`config.mk`:
```
export PLATFORM = sky130hd
export DESIGN_NAME = seg_counter_mux
export DESIGN_NICKNAME = d
export VERILOG_FILES = /design/src/rtl/seg7_pkg.sv /design/src/rtl/seg7_decode.sv /design/src/rtl/seg_counter_mux.sv
export SDC_FILE = /design/constraint.sdc
export NUM_CORES = 1
export LEC_CHECK = 0
export BUFFER_PORTS_ARGS = -buffer_cell sky130_fd_sc_hd__buf_4
export CORE_AREA = 8 8 175 94
export CTS_CLUSTER_SIZE = 14
export DETAILED_ROUTE_END_ITERATION = 8
export DIE_AREA = 0 0 183 102
export GPL_TIMING_DRIVEN = 0
export HOLD_SLACK_MARGIN = 0.12
export MAX_ROUTING_LAYER = met4
export PLACE_DENSITY = 0.61
export SETUP_SLACK_MARGIN = 0.3
export SKIP_LAST_GASP = 1
export SYNTH_ARGS = -nofsm -noshare
export SYNTH_HDL_FRONTEND = slang
export SYNTH_HIERARCHICAL = 1
export SYNTH_SLANG_ARGS = --single-unit
```
`constraint.sdc`:
```
create_clock -name i_clk -period 6 [get_ports i_clk]
set_input_delay 1.5 -clock i_clk [delete_from_list [all_inputs] [get_ports i_clk]]
set_output_delay 1.5 -clock i_clk [all_outputs]
set_load 0.01 [all_outputs]
```
`src/rtl/seg7_pkg.sv`:
```
// Shared 7-segment definitions for the Tang Nano 9K display counters.
// Segment byte layout: bit7 = a ... bit1 = g, bit0 = dp, active-high.
package seg7_pkg;

  localparam int CLK_HZ = 27_000_000;

  localparam logic [7:0] SEG_0     = 8'hFC;
  localparam logic [7:0] SEG_1     = 8'h60;
  localparam logic [7:0] SEG_2     = 8'hDA;
  localparam logic [7:0] SEG_3     = 8'hF2;
  localparam logic [7:0] SEG_4     = 8'h66;
  localparam logic [7:0] SEG_5     = 8'hB6;
  localparam logic [7:0] SEG_6     = 8'hBE;
  localparam logic [7:0] SEG_7     = 8'hE0;
  localparam logic [7:0] SEG_8     = 8'hFE;
  localparam logic [7:0] SEG_9     = 8'hF6;
  localparam logic [7:0] SEG_BLANK = 8'h00;

  localparam int SEG_DP_BIT = 0;

  // Force the decimal point of a glyph to the given state.
  function automatic logic [7:0] seg_dp(input logic [7:0] s, input logic dp);
    logic [7:0] r;
    r = s;
    r[SEG_DP_BIT] = dp;
    return r;
  endfunction

endpackage

```
`src/rtl/seg7_decode.sv`:
```
// BCD digit to 7-segment glyph; blank forces all segments off.
module seg7_decode
  import seg7_pkg::*;
(
  input  logic [3:0] bcd,
  input  logic       blank,
  output logic [7:0] seg
);

  // Glyph lookup; non-BCD codes show nothing, dp is always off.
  always_comb begin
    seg = SEG_BLANK;
    if (!blank) begin
      case (bcd)
        4'd0:    seg = SEG_0;
        4'd1:    seg = SEG_1;
        4'd2:    seg = SEG_2;
        4'd3:    seg = SEG_3;
        4'd4:    seg = SEG_4;
        4'd5:    seg = SEG_5;
        4'd6:    seg = SEG_6;
        4'd7:    seg = SEG_7;
        4'd8:    seg = SEG_8;
        4'd9:    seg = SEG_9;
        default: seg = SEG_BLANK;
      endcase
    end
    seg = seg_dp(seg, 1'b0);
  end

endmodule

```
`src/rtl/seg_counter_mux.sv`:
```
// N-digit BCD up/down counter with a multiplexed common-anode 7-seg scan.
// Each digit has its own decoder; the scan just selects a ready glyph.
module seg_counter_mux
  import seg7_pkg::*;
#(
  parameter int DIGITS   = 4,
  parameter int TICK_DIV = 27_000_000,
  parameter int SCAN_DIV = 27_000,
  parameter int BLANK_LZ = 1
) (
  input  logic              i_clk,
  input  logic              w_rst,
  input  logic              i_en,
  input  logic              i_up,
  input  logic              i_clr,
  output logic [7:0]        o_seg,
  output logic [DIGITS-1:0] o_dig,
  output logic              o_tick,
  output logic              o_wrap
);

  localparam int TW = $clog2(TICK_DIV);
  localparam int SW = $clog2(SCAN_DIV);
  localparam int IW = (DIGITS > 1) ? $clog2(DIGITS) : 1;

  logic [TW-1:0]            tick_cnt;
  logic                     step;
  logic [DIGITS-1:0][3:0]   dig, dig_nxt;
  logic                     cy;
  logic                     wrap_nxt;
  logic [SW-1:0]            scan_cnt;
  logic [IW-1:0]            idx;
  logic                     zero_above;
  logic [DIGITS-1:0]        lz, blank;
  logic [DIGITS-1:0][7:0]   glyph;

  // Clear wins over a step, so a step only fires on an enabled, uncleared terminal count.
  assign step = i_en && !i_clr && (tick_cnt == TW'(TICK_DIV - 1));

  // Ripple carry/borrow through the digit chain; a carry out of the top digit is a wrap.
  always_comb begin
    dig_nxt = dig;
    cy      = 1'b1;
    for (int i = 0; i < DIGITS; i++) begin
      if (cy) begin
        if (i_up) begin
          if (dig[i] == 4'd9) dig_nxt[i] = 4'd0;
          else begin
            dig_nxt[i] = dig[i] + 4'd1;
            cy         = 1'b0;
          end
        end else begin
          if (dig[i] == 4'd0) dig_nxt[i] = 4'd9;
          else begin
            dig_nxt[i] = dig[i] - 4'd1;
            cy         = 1'b0;
          end
        end
      end
    end
    wrap_nxt = cy;
  end

  // lz[i]: digit i and every digit above it are zero.
  always_comb begin
    lz         = '0;
    zero_above = 1'b1;
    for (int i = DIGITS - 1; i >= 0; i--) begin
      zero_above = zero_above & (dig[i] == 4'd0);
      lz[i]      = zero_above;
    end
  end

  for (genvar g = 0; g < DIGITS; g++) begin : g_dig
    assign blank[g] = (BLANK_LZ != 0) && (g != 0) && lz[g];
    seg7_decode u_dec (
      .bcd   (dig[g]),
      .blank (blank[g]),
      .seg   (glyph[g])
    );
  end

  // Step prescaler: frozen by i_en low, zeroed by i_clr.
  always_ff @(posedge i_clk or posedge w_rst) begin
    if (w_rst)                                 tick_cnt <= '0;
    else if (i_clr)                            tick_cnt <= '0;
    else if (i_en) begin
      if (tick_cnt == TW'(TICK_DIV - 1))       tick_cnt <= '0;
      else                                     tick_cnt <= tick_cnt + 1'b1;
    end
  end

  // Counter value: clear first, then the step.
  always_ff @(posedge i_clk or posedge w_rst) begin
    if (w_rst)       dig <= '0;
    else if (i_clr)  dig <= '0;
    else if (step)   dig <= dig_nxt;
  end

  // Event pulses land in the cycle after the step cycle.
  always_ff @(posedge i_clk or posedge w_rst) begin
    if (w_rst) begin
      o_tick <= 1'b0;
      o_wrap <= 1'b0;
    end else begin
      o_tick <= step;
      o_wrap <= step & wrap_nxt;
    end
  end

  // Free-running scan: dwell SCAN_DIV cycles per digit, LSD first.
  always_ff @(posedge i_clk or posedge w_rst) begin
    if (w_rst) begin
      scan_cnt <= '0;
      idx      <= '0;
    end else if (scan_cnt == SW'(SCAN_DIV - 1)) begin
      scan_cnt <= '0;
      idx      <= (idx == IW'(DIGITS - 1)) ? '0 : idx + 1'b1;
    end else begin
      scan_cnt <= scan_cnt + 1'b1;
    end
  end

  // Digit select and glyph registered together from the same idx so they never skew.
  always_ff @(posedge i_clk or posedge w_rst) begin
    if (w_rst) begin
      o_dig <= ~DIGITS'(1);
      o_seg <= SEG_0;
    end else begin
      o_dig <= ~(DIGITS'(1) << idx);
      o_seg <= glyph[idx];
    end
  end

endmodule

```
### After elaboration in Yosys (flattened, before gate mapping)

Memories as Yosys holds them, arrays and structs flattened.
Index checks and enable logic that the tools add are counted.

| storage, ports and cells | value |
|---|---|
| bits in registers | 72 |
| bits in read-only memories | 448 |
| output and inout port bits | 14 |
| word-level logic and storage cells | 96 |
| memories | 4 |

| operators by class | value |
|---|---|
| add/sub/neg operators | 11 |
| order comparisons | 1 |
| eq/ne operators | 7 |
| shift operators | 1 |
| muxes and demuxes | 42 |
| bitwise logic cells | 4 |
| reductions and logical operators | 15 |

Memories:

| memory | depth | width | read ports | clocked after memory_dff | wr ports | RTL line | source |
|---|---|---|---|---|---|---|---|
| (no name shown) | 16 | 7 | 1 | 0 | 0 | seg7_decode.sv:14 | `case (bcd)` |
| (no name shown) | 16 | 7 | 1 | 0 | 0 | seg7_decode.sv:14 |  |
| (no name shown) | 16 | 7 | 1 | 0 | 0 | seg7_decode.sv:14 |  |
| (no name shown) | 16 | 7 | 1 | 0 | 0 | seg7_decode.sv:14 |  |

Operator list:

| cell | count |
|---|---|
| 25-bit two-way mux | 3 |
| 4-bit two-way mux | 15 |
| 16-bit two-way mux | 2 |
| 8-bit two-way mux | 4 |
| 25-bit by 1-bit adder with 25-bit output (second input constant) | 1 |
| 25-bit equality test (second input constant) | 1 |
| 4-bit by 1-bit adder with 4-bit output (second input constant) | 4 |
| 8-bit binary-select mux with 2-bit select | 1 |
| 4-bit equality test (second input constant) | 4 |
| 4-bit logical NOT | 4 |
| 4-bit by 1-bit subtractor with 4-bit output (second input constant) | 4 |
| 15-bit by 1-bit adder with 15-bit output (second input constant) | 1 |
| 15-bit equality test (second input constant) | 1 |
| 1-bit two-way mux | 15 |
| 15-bit two-way mux | 1 |
| 2-bit nonzero test | 5 |
| 2-bit AND reduction | 3 |
| 4-bit inverter | 1 |
| 1-bit by 2-bit << shifter with 4-bit output (first input constant) | 1 |
| 1-bit bitwise AND | 3 |
| 2-bit by 3-bit < comparator with 1-bit output (second input constant) | 1 |
| 2-bit by 1-bit adder with 2-bit output (second input constant) | 1 |
| 2-bit equality test (second input constant) | 1 |
| 1-bit logical AND | 2 |
| other kinds (2) | 2 |

### Longest topological paths before layout

Gate-level depths: netlist of the first run.

| depth | value |
|---|---|
| depth after elaboration | 8 |
| gate-level depth with buffers | 8 |

### Hierarchy

Netlist of the first run, hierarchy kept.

By module, submodules not included:

| module | instances | cells each | area each (sq um) | sequential area each (sq um) |
|---|---|---|---|---|
| seg_counter_mux | 1 | 467 | 4484.3 | 1813.0 |
| seg7_decode | 4 | 33 | 241.5 | 0.0 |

### Worst setup path after synthesis of the first run

OpenSTA, ideal clock, no wires.

| timing path | value |
|---|---|
| path kind | input to register |
| start | input port i_clr |
| end | register dig[15] (netlist name) |
| library setup time | 136 ps |
| arrival | 2775 ps |
| required time | 5864 ps |
| setup slack | 3088 ps |
| cell stages on the path | 7 |
| cells stage by stage | clkbuf_1 -> nor2b_1 -> nand4_2 -> or3_1 -> buf_6 -> o31ai_1 -> a21oi_1 |

| on the way | value |
|---|---|
| longest elaborated chain between the ends | 5 |
| elaborated cells between the ends (all ways) | 7 |
| classes of those cells | mux: 1; reduce/logical: 6 |

RTL lines:

| element | RTL line | source |
|---|---|---|
| start, declared | seg_counter_mux.sv:15 | `input logic i_clr,` |
| 1-bit logical NOT | seg_counter_mux.sv:38 | `assign step = i_en && !i_clr && (tick_cnt == TW'(TICK_DIV - 1));` |
| 1-bit logical AND (2 in series) | seg_counter_mux.sv:38 |  |
| 2-bit nonzero test (no line) | -- |  |
| 2-bit AND reduction (no line) | -- |  |
| end signal, assigned | seg_counter_mux.sv:97 | `else if (step) dig <= dig_nxt;` |
| end, declared | seg_counter_mux.sv:28 | `logic [DIGITS-1:0][3:0] dig, dig_nxt;` |

Several ways; a longest one is shown, not always the timed one.
A chain may end at the register's enable or synchronous reset.

==> flow_summary.toml, run 1 <==
[critical_path]
regToRegSetupSlack_ns = 2.57
cp-end-kind = "register"
arrival_ns = 3.68
r2r_start = "dig[5]$_DFFE_PP0P_"
startpoint_type = "register"
ff2ff_path_depth = 8
r2r_end = "o_seg[7]$_DFF_PP1_"
max_stage_delay_ns = 0.96
crit_path_cell_trace = "inv_1, ha_1, or3b_2, nor4_1, or2_1, a21o_1, o31ai_1, mux4_2"
crit_fanout = 10
crit_required_ns = 6.25
crit_path_top_delay_cell = "nor4_1"
crit_type = "register to register"

[run_status]
status = "finished clean"

[floorplanning]
fp.dieW_um = 183
start_util = 0.388
die_area_sq_um = 18700
rows = 31
pin_count = 19
die_h_um = 102
core_area_sq_um = 14000

[clocking]
insertion_delay_ns = 0.34
cts_max_path_buffers = 2
cts-htree-levels = 3
ctsResizeCount = 0
postCtsSetupRepairBufs = 0
cts_made_buffers = 9
cts.hold.buffers_added = 0
tritoncts = "done"
cts_root_buffer = "clkbuf_16"
cts.clk_slew.worst_paths_ns = 0.06
cts_num_sinks = 72

[grt]
antenna_found_initial = 0
overflow = 0
grt_pass1_wl_um = 22600
grt_pass1_vias = 4234
grt_util_all_layers = 0.156
grt_max_degree = 64

[cells_and_area]
diodes = 0
regArea_sq_um = 1810
drive_gt1_frac = 0.141
fin_nets = 682
final_util = 0.444
multi_input_area_sq_um = 3340
area_delta_synth_final_pct = 14.3
final.fill_count = 1380

[pwr]
p_per_area_nw_per_um2 = 196
vdd.ir_drop.worst_mv = 0.102
leakage_nw = 2.56

[synthesis]
yosysTopAreaCellShare = 0.289
ys_warn_count = 6
ys_types = 70
ys_ff_latch = 72
synth_edf_count = 0
synth.avg_cell_area_sq_um = 9.10
synth.largest_area_cell = "dfrtp_1"
synth_area_leaders = "dfrtp_1 (29%), ha_1 (9.6%), dfstp_2 (4.3%), mux2i_1 (3.7%), a21oi_1 (3.6%)"
synth-seq-area-share = 0.333
synth_common_cells = "dfrtp_1 (63), nor2_1 (52), ha_1 (42), a21oi_1 (39)"
synth_most_common_cell = "dfrtp_1"
synth_area_sq_um = 5450
synth_ff_type = "dfrtp_1"
async_reset_ff_frac = 1.00
netlist_instances = 599

[routing]
ant_nets = 0
drc = 0
drt_iter0_markers = 343
vias = 4509
wl_um = 13400
via_per_inst = 5.38
dr.pass1.iters = 5
wl_per_cell_um = 16.0

[timing]
hold_viol = 0
finalSetupTns_ns = 0
fin_crit_ns = 3.43
finalClockSkew_ns = 0.00514
drv_slew = 0
fmax_ghz = 0.292
post-route-period-util = 0.571
grt_setup_unrepaired = "no"
setup_viol_count_final = 0
worst_pin_slew_ns = 1.26
slew_headroom = 0.153

[placed_design]
hpwl_um = 10100
portBuffers = 17
globalplace.congestion = 0.861

[worst_hold_path]
hold_path_class = "register to register"
whs_endpoint = "scan_cnt[0]$_DFF_PP0_"
min-delay-start = "scan_cnt[0]$_DFF_PP0_"
min_path_cells = 1

[flow_run]
drv_cap = 0
==> critical path, delay by kind of cell, from the launching register on <==
kind	cells	cell delay, ns
compound gates	2	0.20
fa+ha+maj	1	0.24
buf+inv	1	0.21
flops	1	0.50
mux	1	0.51
simple gates	3	1.68
==> kinds of logic (layout without fill, tap and decap cells) <==
| kind of cell | count (synthesis) | after routing | synth area share |
|---|---|---|---|
| adders and majority gates | 42 | 42 | 0.0964 |
| buffers and inverters | 65 | 99 | 0.0601 |
| xor gates and xnor gates | 20 | 20 | 0.0321 |
| muxes | 31 | 31 | 0.0760 |
| other | 5 | 12 | 0.00344 |
| AOI/OAI and AO/OA | 132 | 132 | 0.152 |
| DFF | 72 | 72 | 0.333 |
| and+or+nand+nor | 232 | 232 | 0.247 |
==> routing by layer <==
layer,up-vias,wire length [um],track usage
li1,2190,-,-
met1,2162,7160,0.236
met2,146,5100,0.198
met3,11,1050,0.0397
met4,0,104,0.0354
met5,-,0,-
==> through the flow <==
| stage | area [sq um] | setup slack, ns | std cells | hold WS (ns) | power, mW |
|---|---|---|---|---|---|
| 5_1_grt | 6230 | 2.37 | 838 | 0.479 | 1.27 |
| 4_1_cts | 6230 | 2.66 | 838 | 0.458 | 1.24 |
| 3_5_place_dp | 5880 | 2.51 | 822 | 0.449 | 0.590 |
| 3_3_place_gp | 5850 | 1.70 | 821 | 0.443 | 0.586 |
| 2_1_floorplan | 5480 | 2.69 | 606 | 0.425 | 0.561 |
| 6_report | 6230 | 2.57 | 838 | 0.451 | 1.22 |
==> worst max-delay path by stage <==
stage                       startpoint                       end  slack [ns]  depth (start not counted)
floorplan                        w_rst        dig[0]$_DFFE_PP0P_        2.69                          1
detailed placement                i_up        dig[5]$_DFFE_PP0P_        2.51                          8
CTS                 dig[5]$_DFFE_PP0P_        o_seg[7]$_DFF_PP1_        2.66                          8
global placement                 w_rst  tick_cnt[18]$_DFFE_PP0P_        1.70                          2
finish              dig[5]$_DFFE_PP0P_        o_seg[7]$_DFF_PP1_        2.57                          8
global route        dig[5]$_DFFE_PP0P_        o_seg[7]$_DFF_PP1_        2.37                          8
==> final cells by class <==
class                   instances  area share
inverters                      34      0.0209
repair buffers                 18      0.0249
clock inverters                 7      0.0201
multi-input cells             469       0.535
clock buffers                   9      0.0361
plain buffers                  31      0.0321
well taps                     198      0.0398
flip-flops and latches         72       0.291
==> state kept, by name (all words and copies together) (netlist names) <==
| name | flops |
|---|---|
| o_seg | 8 |
| o_tick | 1 |
| dig | 16 |
| o_wrap | 1 |
| scan_cnt | 15 |
| idx | 2 |
| o_dig | 4 |
| tick_cnt | 25 |
==> power by group <==
part / internal [mW] / switching [mW]
clock network: 0.412 / 0.231
logic: 0.0326 / 0.0544
registers: 0.491 / 0.00310
==> cells in the final DEF, fill, tap and decap left out, drive strengths merged, types with 3 or more instances in the layout <==
| master | Yosys | final |
|---|---|---|
| nor2b | 16 | 16 |
| a21oi | 40 | 40 |
| bufinv | 0 | 3 |
| nor3 | 9 | 9 |
| mux4 | 8 | 8 |
| dfstp | 9 | 9 |
| o21ai | 25 | 25 |
| a31oi | 17 | 17 |
| and4 | 6 | 6 |
| clkbuf | 13 | 22 |
| nor2 | 52 | 52 |
| nand3 | 24 | 24 |
| nand2 | 34 | 34 |
| a41oi | 6 | 6 |
| nand2b | 27 | 27 |
| buf | 18 | 36 |
| o22ai | 12 | 12 |
| mux2 | 3 | 3 |
| inv | 34 | 37 |
| conb | 5 | 12 |
| nor4 | 4 | 4 |
| ha | 42 | 42 |
| xor2 | 10 | 10 |
| and2 | 5 | 5 |
| and3 | 10 | 10 |
| mux2i | 20 | 20 |
| nand4 | 14 | 14 |
| o31ai | 5 | 5 |
| or2 | 13 | 13 |
| and3b | 3 | 3 |
| xnor2 | 10 | 10 |
| and4b | 3 | 3 |
| nor4b | 3 | 3 |
| a211oi | 3 | 3 |
| a21o | 4 | 4 |
| dfrtp | 63 | 63 |
No activity file was read; power rests on OpenSTA's default activity.
==> run 2: changes to the inputs <==
- PLACE_DENSITY: 0.61 -> 0.63
- clock period: 6 -> 2.95 ns (I/O delays scaled with it)
==> run 2 against run 1 <==
  * Global-route usage shrank 0.082 points
  * Setup slack worse by 2.2 ns
  * First-iteration DRC count grew 5.0%
  * Register-to-register slack got worse by 2.2 ns
  * Clock power increased by 68%
  * Critical path type unchanged
  * Die area stayed put
  * Wire length grew 1.0%
  * Sequential share of layout area is 0.12 points higher
  * Core utilization decreased by 0.12 points
==> flow_summary.toml, run 2 (synthesis results as in run 1) <==
[grt]
grt_util_all_layers = 0.155
antenna_found_initial = 0
grt_pass1_vias = 4270
grt_pass1_wl_um = 22400
overflow = 0
grt_max_degree = 44

[floorplanning]
die_h_um = 102
rows = 31
fp.dieW_um = 183
die_area_sq_um = 18700
pin_count = 19
core_area_sq_um = 14000
start_util = 0.388

[cells_and_area]
reg_top3 = "tick_cnt x25, dig x16, scan_cnt x15"
regArea_sq_um = 1820
finalNonFillerCells = 838
area_delta_synth_final_pct = 14.0
multi_input_area_sq_um = 3370
final_common_cell = "dfrtp_1"
fin_nets = 683
final.fill_count = 1358
regMostFlops = "tick_cnt"
largest_reg_flops = 25
drive_gt1_frac = 0.152
diodes = 0
mostFrequentLayoutCells = "dfrtp_1 (61), nor2_1 (52), ha_1 (41)"

[routing]
ant_nets = 0
drt_iter0_markers = 360
dr.pass1.iters = 6
vias = 4571
drc = 0
via_per_inst = 5.45
wl_um = 13600
wl_per_cell_um = 16.2

[clocking]
cts_root_buffer = "clkbuf_16"
cts_max_path_buffers = 2
cts-htree-levels = 3
cts.hold.buffers_added = 0
tritoncts = "done"
cts.clk_slew.worst_paths_ns = 0.06
insertion_delay_ns = 0.34
cts_made_buffers = 9
cts_num_sinks = 72

[run_status]
status = "finished clean"

[timing]
grt_setup_unrepaired = "yes"
fmax_ghz = 0.383
drv_slew = 0
finalSetupTns_ns = 0
post-route-period-util = 0.886
setup_viol_count_final = 0
fin_crit_ns = 2.61
slew_headroom = 0.301
hold_viol = 0
whs_ns = 0.398
finalClockSkew_ns = 0.0107
worst_pin_slew_ns = 1.04

[placed_design]
globalplace.congestion = 0.870
portBuffers = 17
hpwl_um = 9940
dpl.cell_count = 822

[flow_run]
drv_cap = 0

[critical_path]
crit_type = "register to register"
critPathLaunch = "dig[5]$_DFFE_PP0P_"
crit_path_cell_trace = "inv_2, ha_2, or3b_2, nor4_4, buf_4, nand2b_1, o21ai_1, mux4_2"
arrival_ns = 2.87
critPathTopFamily = "simple AND/OR/NAND/NOR gates"
path_buf_inv = 2
max_stage_delay_ns = 0.51
cp-end-kind = "register"
startpoint_type = "register"
crit_path_top_delay_cell = "or3b_2"
r2r_start = "dig[5]$_DFFE_PP0P_"
crit_required_ns = 3.20
crit_fanout = 10

[pwr]
leakage_nw = 2.55
vdd.ir_drop.worst_mv = 0.216
p_per_area_nw_per_um2 = 365

[worst_hold_path]
hold_path_class = "input pin to async pin"
run 2: stage by stage:
step           setup WS [ns]  utilization  instance area [sq um]  total power [mW]
2_1_floorplan          0.402            -                   5480              1.14
3_3_place_gp          -0.671        0.417                   5860              1.19
3_5_place_dp         -0.0688        0.419                   5890              1.20
4_1_cts                0.309        0.442                   6200              2.30
5_1_grt                0.296        0.443                   6220              2.35
6_report               0.338        0.443                   6220              2.27
run 2: area by class of cell:
cell class              instances  share of cell area
well taps                     198              0.0399
clock buffers                   9              0.0362
flip-flops and latches         72               0.292
multi-input cells             469               0.543
inverters                      34              0.0209
clock inverters                 6             0.00986
repair buffers                 19              0.0262
plain buffers                  31              0.0322
run 2: worst paths after layout:
path	slack, ns	cells after the start	endpoint
min	0.40	2	scan_cnt[6]$_DFF_PP0_
min in group i_clk	0.48	1	scan_cnt[0]$_DFF_PP0_
max	0.34	8	o_seg[4]$_DFF_PP1_
max in group asynchronous	1.97	3	dig[5]$_DFFE_PP0P_
min reg2reg	0.48	1	scan_cnt[0]$_DFF_PP0_
max reg2reg	0.34	8	o_seg[4]$_DFF_PP1_
run 2: timing repair:
action / in CTS / in global routing
pin swaps: 1 / 0
setup buffers: 1 / 0
setup endpoints to repair: 7 / 6
endpoints found under the hold margin: 0 / 0
gates resized for setup: 5 / 4
run 2: power by group:
part	switching [mW]	total [mW]	internal, mW
Sequential	0.00611	1.01	1.00
Clock	0.434	1.08	0.647
Combinational	0.115	0.185	0.0700
run 2: worst reg2reg max path, delay by kind of cell (launching register included):
kind / cells / cell delay [ns]
AOI/OAI and AO/OA: 1 / 0.10
adders and majority gates: 1 / 0.22
buffers and inverters: 2 / 0.33
DFF: 1 / 0.50
muxes: 1 / 0.47
and+or+nand+nor: 3 / 0.90
run 2: metal layers:
layer  part of all wire  global-route usage  wire length (um)  up-vias
li1                   -                   -                 -     2197
met1               0.53               0.230              7230     2227
met2               0.40               0.205              5390      136
met3              0.060              0.0348               809       11
met4             0.0098              0.0385               133        0
met5                  0                   -                 0        -
==> run 3: changes to the inputs <==
- CTS_BUF_LIST: not set -> sky130_fd_sc_hd__clkbuf_2
==> run 3 against run 2 <==
  * Cell count grew 0.36%
  * Count of clock-buffer cells in the layout is the same
  * Design area shrank 2.5%
  * Wire length shrank 0.88%
  * Core utilization shrank 1.1 points
  * Global-route usage shrank 0.21 points
  * Via count shrank 0.63%
  * Largest power group is now sequential cells
  * Total power shrank 23%
  * Highest routed layer unchanged
  * Non-clock buffer count grew 3
  * Register-to-register slack is essentially flat
==> flow_summary.toml, run 3 (synthesis results as in run 1) <==
[clocking]
cts_max_path_buffers = 2
cts.clk_slew.worst_paths_ns = 0.21
cts_root_buffer = "clkbuf_2"
insertion_delay_ns = 0.56
cts_num_sinks = 72
cts_made_buffers = 9
tritoncts = "done"
cts-htree-levels = 3

[critical_path]
arrival_ns = 3.10
crit_type = "register to register"
crit_fanout = 5
crit_path_cell_trace = "inv_1, ha_1, or3b_2, nor4_4, or2_1, a21o_1, o31ai_1, mux4_2"
critPathTopFamily = "simple AND/OR/NAND/NOR gates"
path_buf_inv = 1
crit_required_ns = 3.43
max_stage_delay_ns = 0.52
cp-end-kind = "register"
startpoint_type = "register"
crit_path_top_delay_cell = "or3b_2"

[cells_and_area]
mostFrequentLayoutCells = "dfrtp_1 (61), nor2_1 (52), ha_1 (42)"
final_area_sq_um = 6060
fin_nets = 686
regMostFlops = "tick_cnt"
area_delta_synth_final_pct = 11.2
diodes = 0
final.fill_count = 1379
final_util = 0.431
drive_gt1_frac = 0.149
largest_reg_flops = 25
reg_top3 = "tick_cnt x25, dig x16, scan_cnt x15"
finalNonFillerCells = 841
final_common_cell = "dfrtp_1"

[timing]
hold_viol = 0
worst_pin_slew_ns = 1.04
drv_slew = 0
setup_viol_count_final = 0
grt_setup_unrepaired = "no"
finalClockSkew_ns = 0.0365
post-route-period-util = 0.888
setup_slack_ns = 0.329
whs_ns = 0.475
finalSetupTns_ns = 0
fin_crit_ns = 2.62
fmax_ghz = 0.382
slew_headroom = 0.301

[grt]
grt_max_degree = 44
grt_util_all_layers = 0.153
grt_pass1_vias = 4317
grt_pass1_wl_um = 22300
overflow = 0
antenna_found_initial = 0

[routing]
wl_per_cell_um = 16.0
via_per_inst = 5.40
drc = 0
ant_nets = 0
vias = 4542
wl_um = 13400
dr.pass1.iters = 5
drt_iter0_markers = 365

[placed_design]
portBuffers = 17
placed_cell_area_sq_um = 5890
dpl.cell_count = 822
hpwl_um = 9940
globalplace.congestion = 0.870
place_ws_ns = -0.0688

[pwr]
leakage_nw = 2.49
vdd.ir_drop.worst_mv = 0.128
p_per_area_nw_per_um2 = 290
power.total_mw = 1.76

[floorplanning]
pin_count = 19
rows = 31
die_h_um = 102
fp.dieW_um = 183
core_area_sq_um = 14000
start_util = 0.388
die_area_sq_um = 18700

[run_status]
status = "finished clean"

[flow_run]
drv_cap = 0

[worst_hold_path]
hold_path_class = "register to register"
[run 3: cell types whose count changed in the layout (fill, tap and decap cells not counted), sizes merged]
cell         previous run  this run
buf                    37        39
dlygate4sd3             0         1
[run 3: layer usage]
metal	wire length, um	track usage	up-vias
li1	-	-	2202
met1	7340	0.227	2196
met2	5200	0.203	135
met3	807	0.0351	9
met4	89	0.0348	0
met5	0	-	-
[run 3: final timing paths]
path | startpoint | endpoint | slack [ns] | cells after the start
worst max-delay path | dig[4]$_DFFE_PP0P_ | o_seg[7]$_DFF_PP1_ | 0.33 | 8
worst min-delay path | scan_cnt[0]$_DFF_PP0_ | scan_cnt[0]$_DFF_PP0_ | 0.48 | 1
worst max register to register | dig[4]$_DFFE_PP0P_ | o_seg[7]$_DFF_PP1_ | 0.33 | 8
worst min register to register | scan_cnt[0]$_DFF_PP0_ | scan_cnt[0]$_DFF_PP0_ | 0.48 | 1
max in group asynchronous | w_rst | dig[7]$_DFFE_PP0P_ | 1.67 | 4
min in group asynchronous | w_rst | scan_cnt[6]$_DFF_PP0_ | 0.70 | 3
[run 3: final cells by class]
| type | count | area, sq um | share of cell area |
|---|---|---|---|
| Multi-Input combinational cell | 469 | 3370 | 0.556 |
| Clock buffer | 9 | 45.0 | 0.00743 |
| Tap cell | 198 | 248 | 0.0409 |
| Sequential cell | 72 | 1820 | 0.300 |
| Clock inverter | 6 | 61.3 | 0.0101 |
| Timing Repair Buffer | 22 | 188 | 0.0310 |
| Inverter | 34 | 130 | 0.0215 |
| Buffer | 31 | 200 | 0.0330 |
[run 3: where the power goes]
group          switching [mW]  leakage [nW]  internal [mW]  total, mW
clock network           0.378        0.0675          0.187      0.565
registers             0.00620         0.953           1.00       1.01
logic                   0.115          1.47         0.0709      0.185
[run 3: timing repair]
action | CTS | global route
pin swaps | 1 | 0
setup endpoints to repair | 7 | 9
gates resized for setup | 4 | 2
buffers inserted | 3 | 0
hold buffers | 1 | 0
endpoints found under the hold margin | 11 | 0
[run 3: worst register-to-register path, delay by kind of cell (launching register included)]
| family | cells | cell delay (ns) |
|---|---|---|
| fa+ha+maj | 1 | 0.26 |
| buf+inv | 1 | 0.14 |
| flops | 1 | 0.46 |
| simple gates | 3 | 1.00 |
| compound gates | 2 | 0.22 |
| mux | 1 | 0.47 |
